`src/rtl/pc_reg.sv`:
```
// Program counter register: synchronous active-high reset, write-enabled load,
// hold on stall. PC_out is the register itself, with no bypass from the inputs.
module pc_reg #(
    parameter int               WIDTH       = 32,
    parameter logic [WIDTH-1:0] RESET_VALUE = {WIDTH{1'b0}}
) (
    input  logic             clk,
    input  logic             rst,
    input  logic             write_in,
    input  logic [WIDTH-1:0] PC_in,
    output logic [WIDTH-1:0] PC_out
);

    logic [WIDTH-1:0] pc_q;

    // Reset beats write, and write beats hold. While stalled, PC_in is not
    // sampled, so X on it cannot reach the register.
    always_ff @(posedge clk) begin
        if (rst) begin
            pc_q <= RESET_VALUE;
        end else if (write_in) begin
            pc_q <= PC_in;
        end
    end

    assign PC_out = pc_q;

endmodule

```
`config.mk`:
```
export PLATFORM = sky130hd
export DESIGN_NAME = pc_reg
export DESIGN_NICKNAME = d
export VERILOG_FILES = /design/src/rtl/pc_reg.sv
export SDC_FILE = /design/constraint.sdc
export NUM_CORES = 1
export LEC_CHECK = 0
export BUFFER_PORTS_ARGS = -buffer_cell sky130_fd_sc_hd__buf_2
export CORE_MARGIN = 2
export CORE_UTILIZATION = 42
export CTS_CLUSTER_DIAMETER = 80
export DETAILED_ROUTE_END_ITERATION = 8
export HOLD_SLACK_MARGIN = 0.03
export PLACE_DENSITY = 0.77
export SLEW_MARGIN = 40
export SYNTH_ARGS = -nofsm -noshare
export SYNTH_HDL_FRONTEND = slang
export SYNTH_SLANG_ARGS = --single-unit
```
`constraint.sdc`:
```
create_clock -name clk -period 1.1 [get_ports clk]
set_input_delay 0.22 -clock clk [delete_from_list [all_inputs] [get_ports clk]]
set_output_delay 0.22 -clock clk [all_outputs]
set_load 0.05 [all_outputs]
```
Word-level counts from Yosys, hierarchy flattened. Cells that the tools add are included. Widths: inputs -> output; s select.

Bits in registers: 32. Latch bits: 0. RAM bits: 0. Memory bits (read-only): 0. Input port bits: 35. Output and inout port bits: 32. Memories: 0.

$add $sub $neg: 0. $mul: 0. Div/mod/pow operators: 0. Magnitude comparators: 0. Equality and inequality tests: 0. Shift operators: 0. Multiplexer cells: 0. Bitwise operators: 0. Reduce and logical (&&, ||, !) cells: 0.

Depth between registers and ports, before layout.
Depth in word-level cells: 0. Mapped depth: 4. Gate-level depth less buffers: 2.

Least setup slack after synthesis. No wires, ideal clock.

Path type: reg2reg. From: register PC_out[0] (netlist name). To: register pc_q[0], in the netlist PC_out[0]. Library setup time: 65 ps. Arrival: 817 ps. Slack: 218 ps. Stages on the path, launching flop included: 3. Path buffers: 0. Period minus slack after synthesis: 882 ps. Path through: dfxtp_1 -> mux2i_1 -> nor2_1.

RTL lines: end signal: assignment (line 22) `pc_q <= PC_in;`; end: declaration (line 14) `logic [WIDTH-1:0] pc_q;`.

Final worst setup path.
From: register pc_q[15], in the netlist PC_out[15]. To: output PC_out[15].

RTL lines: end: declaration (line 11) `output logic [WIDTH-1:0] PC_out`.

No word-level cell between the ends.

==> reports/results.env <==
CP_MAX_FO=2
TIMING.CRITICAL_PATH.SLOWEST_CELL_DELAY_NS=0.36
LARGEST_REGISTER_FFS=32
ROUTED_WIRE_LENGTH_UM=2540
SYNTH_FP_NETS=138
SYNTH_SIMPLE_GATE_AREA_SHARE_PCT=10.3
POST-PLACE-WS_NS=0.153
P_INT_uW=1810
SYNTH.YOSYS.SEQ_AREA_SHARE_PCT=55.1
FIRST_GLOBAL_VIAS=936
PERIOD_MINUS_SLACK_NS=1.07
VIAS=961
IR_DROP_V=0.00108
HOLD_START='PC_in[29]'
FINAL_COUNT_OF_NEGATIVE_SETUP_SLACK_ENDPOINTS=0
FLOORPLAN.INITIALDENSITY_PCT=43.3
GRT_MAX_DEGREE=33
ACHIEVABLE-FREQUENCY_MHz=936
ROW_COUNT=19
TRITONCTS_NUM_SINKS=32
HOLD_BUFFERS=0
SETUP.WORST_PATH.CLASS='reg2out'
GLOBAL_ROUTE_WIRE_LENGTH_BEFORE_REPAIR_UM=4040
SYNTH.DISTINCT_CELLS=6
SYNTH_TOP_FAMILY_BY_AREA='multiplexers'
CTSROOTBUFFERMASTER='sky130_fd_sc_hd__clkbuf_4'
SYNTHESIS.AREA_PER_INSTANCE_SQ_UM=11.3
WORST-ENDPOINT-ARRIVAL_NS=0.85
SLOWEST_STAGE='sky130_fd_sc_hd__dfxtp_1'
YOSYS-MUX-AREA-FRACTION_PCT=27.5
CP_TOP_FAMILY='flip-flops'
SW_FRAC_OF_TOTAL_PCT=30.2
RR_STARTPOINT='PC_out[28]'
CLOCK_LATENCY_NS=0.32
PLACED_CELLS=196
OUTCOME='finished clean'
POST-LAYOUT-TOTAL-POWER_uW=2600
GRT-OVFL-TOTAL=0
SLEW_HEADROOM_PCT=89.3
SYNTH.FF_LATCH_COUNT=32
FINAL_NETS=207
FILLER_CELL_COUNT=210
TOTAL_LEAKAGE_POWER_uW=0.000911
POWER_FRAC_SEQ_PCT=49.6
POWER_PER_CELL_AREA_nW_PER_UM2=1440
CTS_MADE_BUFFERS=5
LAYOUT_COMMONEST_CELL='sky130_fd_sc_hd__buf_2'
GRTUSAGETOTAL_PCT=16.6
CLK_NETWORK_PWR_SHARE_PCT=26.2
PLACE_CONGESTION=0.679
HOLDWS_NS=0.133
CRIT_START='PC_out[15]'
WIRE_PER_INST_UM=12.5
CRIT_PATH_START_KIND='register'
CLOCK_SLEW_AT_THE_REGISTER_CLOCK_PINS_OF_THE_WORST_SETUP_AND_HOLD_PATHS_NS=0.09
DIEWIDTH_UM=56.6
WORST_SETUP_PATH_END_KIND='output pin'
NUMBER_OF_NETS_WITH_ANTENNA_VIOLATIONS_AFTER_ROUTING=0
POST_SYNTH_INST_COUNT=103
CP_NUM_BUF_INV=1
CTS_TREE='built'
FRACTION_OF_THE_MAPPED_NETLIST_AREA_IN_COMPOUND_GATES_PCT=0
FLOORPLAN.DIE_AREA_SQ_UM=3210
MAX_SLEW.WORST_PIN.SLEW_NS=0.156
DETAIL_ROUTE.DRC_VIOLATIONS=0
FP.DIEH_UM=56.6
P_SW_uW=785
DP_HPWL_UM=1740
DRV_CAP=0
VIAS_PER_CELL=4.71
FINALCRITPERIODSHARE_PCT=97.1
NUMPORTBUFFERS=66
SYNTH-ADDER-AREA-SHARE_PCT=0
FINAL_UTIL_PCT=67.0
FINAL_CRITICAL_PATH_SETUP_SLACK_NS=0.0320
DETAIL_ROUTE.ITER0.VIOLATIONS=19
SYNTHDOMINANTCELLAREASHARE_PCT=55.1
SYNTH.YOSYS.WARNINGS=0
SYNTH_AREA_LEADERS='sky130_fd_sc_hd__dfxtp_1 55%, sky130_fd_sc_hd__mux2i_1 28%, sky130_fd_sc_hd__nor2_1 10%'
YOSYS.AREA_SHARE.XOR_XNOR_PCT=0
FIN_SKEW_NS=0
TIMING.HOLD.WORST.CLASS='in2reg'
DR_PASS1_ITERATIONS=3
POST-SYNTH-TOP-AREA-CELL='sky130_fd_sc_hd__dfxtp_1'
TIMING.REG2REG.SETUP_SLACK_NS=0.46
LAYOUT_COMMON_CELLS='34 x sky130_fd_sc_hd__buf_2, 32 x sky130_fd_sc_hd__mux2i_1, 32 x sky130_fd_sc_hd__nor2_1, 32 x sky130_fd_sc_hd__buf_6, 25 x sky130_fd_sc_hd__dfxtp_2'
CRIT_PATH_CELL_TRACE='buf_6'
TOP_LEVEL_PORTS=67
NUMBER_OF_ANTENNA_VIOLATIONS_AT_THE_FIRST_CHECK_IN_GLOBAL_ROUTING=0
ANTENNADIODECOUNT=0
HOLD_VIOLATIONS=0
AREA_GROWTH_PCT=54.7
CTS_MAX_PATH_BUFFERS=2
REQUIRED_NS=0.88
DRIVE_ABOVE_1_SHARE_PCT=57.8
POWER.SHARE.COMBINATIONAL_PCT=24.2
CORE_AREA_SQ_UM=2690
FINALMAXSLEWVIOLATIONS=0
FINAL-INSTANCE-COUNT-EXCL-FILL=204
SYN-CELL-AREA_SQ_UM=1160
HTREEDEPTH=2
[area by class of cell]
class,count,area (sq um),area share [%]
Tap cell,31,38.8,2.15
Sequential cell,32,672,37.3
Clock buffer,8,58.8,3.27
Multi-Input combinational cell,64,440,24.5
Timing Repair Buffer,69,591,32.8
[synth_stat cells]
master	instances
sky130_fd_sc_hd__dfxtp_1	32
sky130_fd_sc_hd__mux2i_1	32
sky130_fd_sc_hd__nor2_1	32
sky130_fd_sc_hd__buf_12	3
sky130_fd_sc_hd__clkbuf_1	3
sky130_fd_sc_hd__buf_6	1
[worst register-to-register path: cells and delay by family, from the launching register on]
kind | cells | cell delay, ns
flops | 1 | 0.34
mux | 1 | 0.15
simple gates | 1 | 0.05
[routing by layer]
metal  vias to the layer above  wire length [um]  GRT usage [%]  share of wire, %
met5                         -                 0              0                 0
met4                         0                41           6.80               1.6
met3                         6               192           6.68               7.6
met2                        37              1420           29.7                56
met1                       442               889           17.0                35
li1                        476                 -              -                 -
[power groups by stage]
stage / clock network, uW / logic (uW) / registers, uW
floorplan: 0 / 160 / 1530
global placement: 0 / 538 / 1280
detailed placement: 0 / 547 / 1290
CTS: 701 / 606 / 1270
global route: 760 / 663 / 1300
finish: 681 / 629 / 1290
[path summary, 6_finish.rpt]
check	to	cells past startpoint
max	PC_out[15]	1
min	PC_out[29]	3
max reg2reg	PC_out[28]	2
min reg2reg	PC_out[20]	2
[cells by family (layout without fill, tap and decap cells)]
family / count (synthesis) / in the layout
buffers and inverters: 7 / 77
flip-flops: 32 / 32
multiplexers: 32 / 32
AND/OR/NAND/NOR: 32 / 32
[stage by stage]
step           area (sq um)  setup TNS (ns)
5_1_grt                1800         -0.0355
3_3_place_gp           1510               0
6_report               1800               0
3_5_place_dp           1510               0
2_1_floorplan          1160               0
4_1_cts                1700               0
[repair_timing]
action / 4_1_cts / 5_1_grt
endpoints found under the setup margin: 32 / 31
setup buffers: 0 / 0
pin swaps: 0 / 0
gates resized for setup: 46 / 43
No activity file was read; power rests on OpenSTA's default activity.
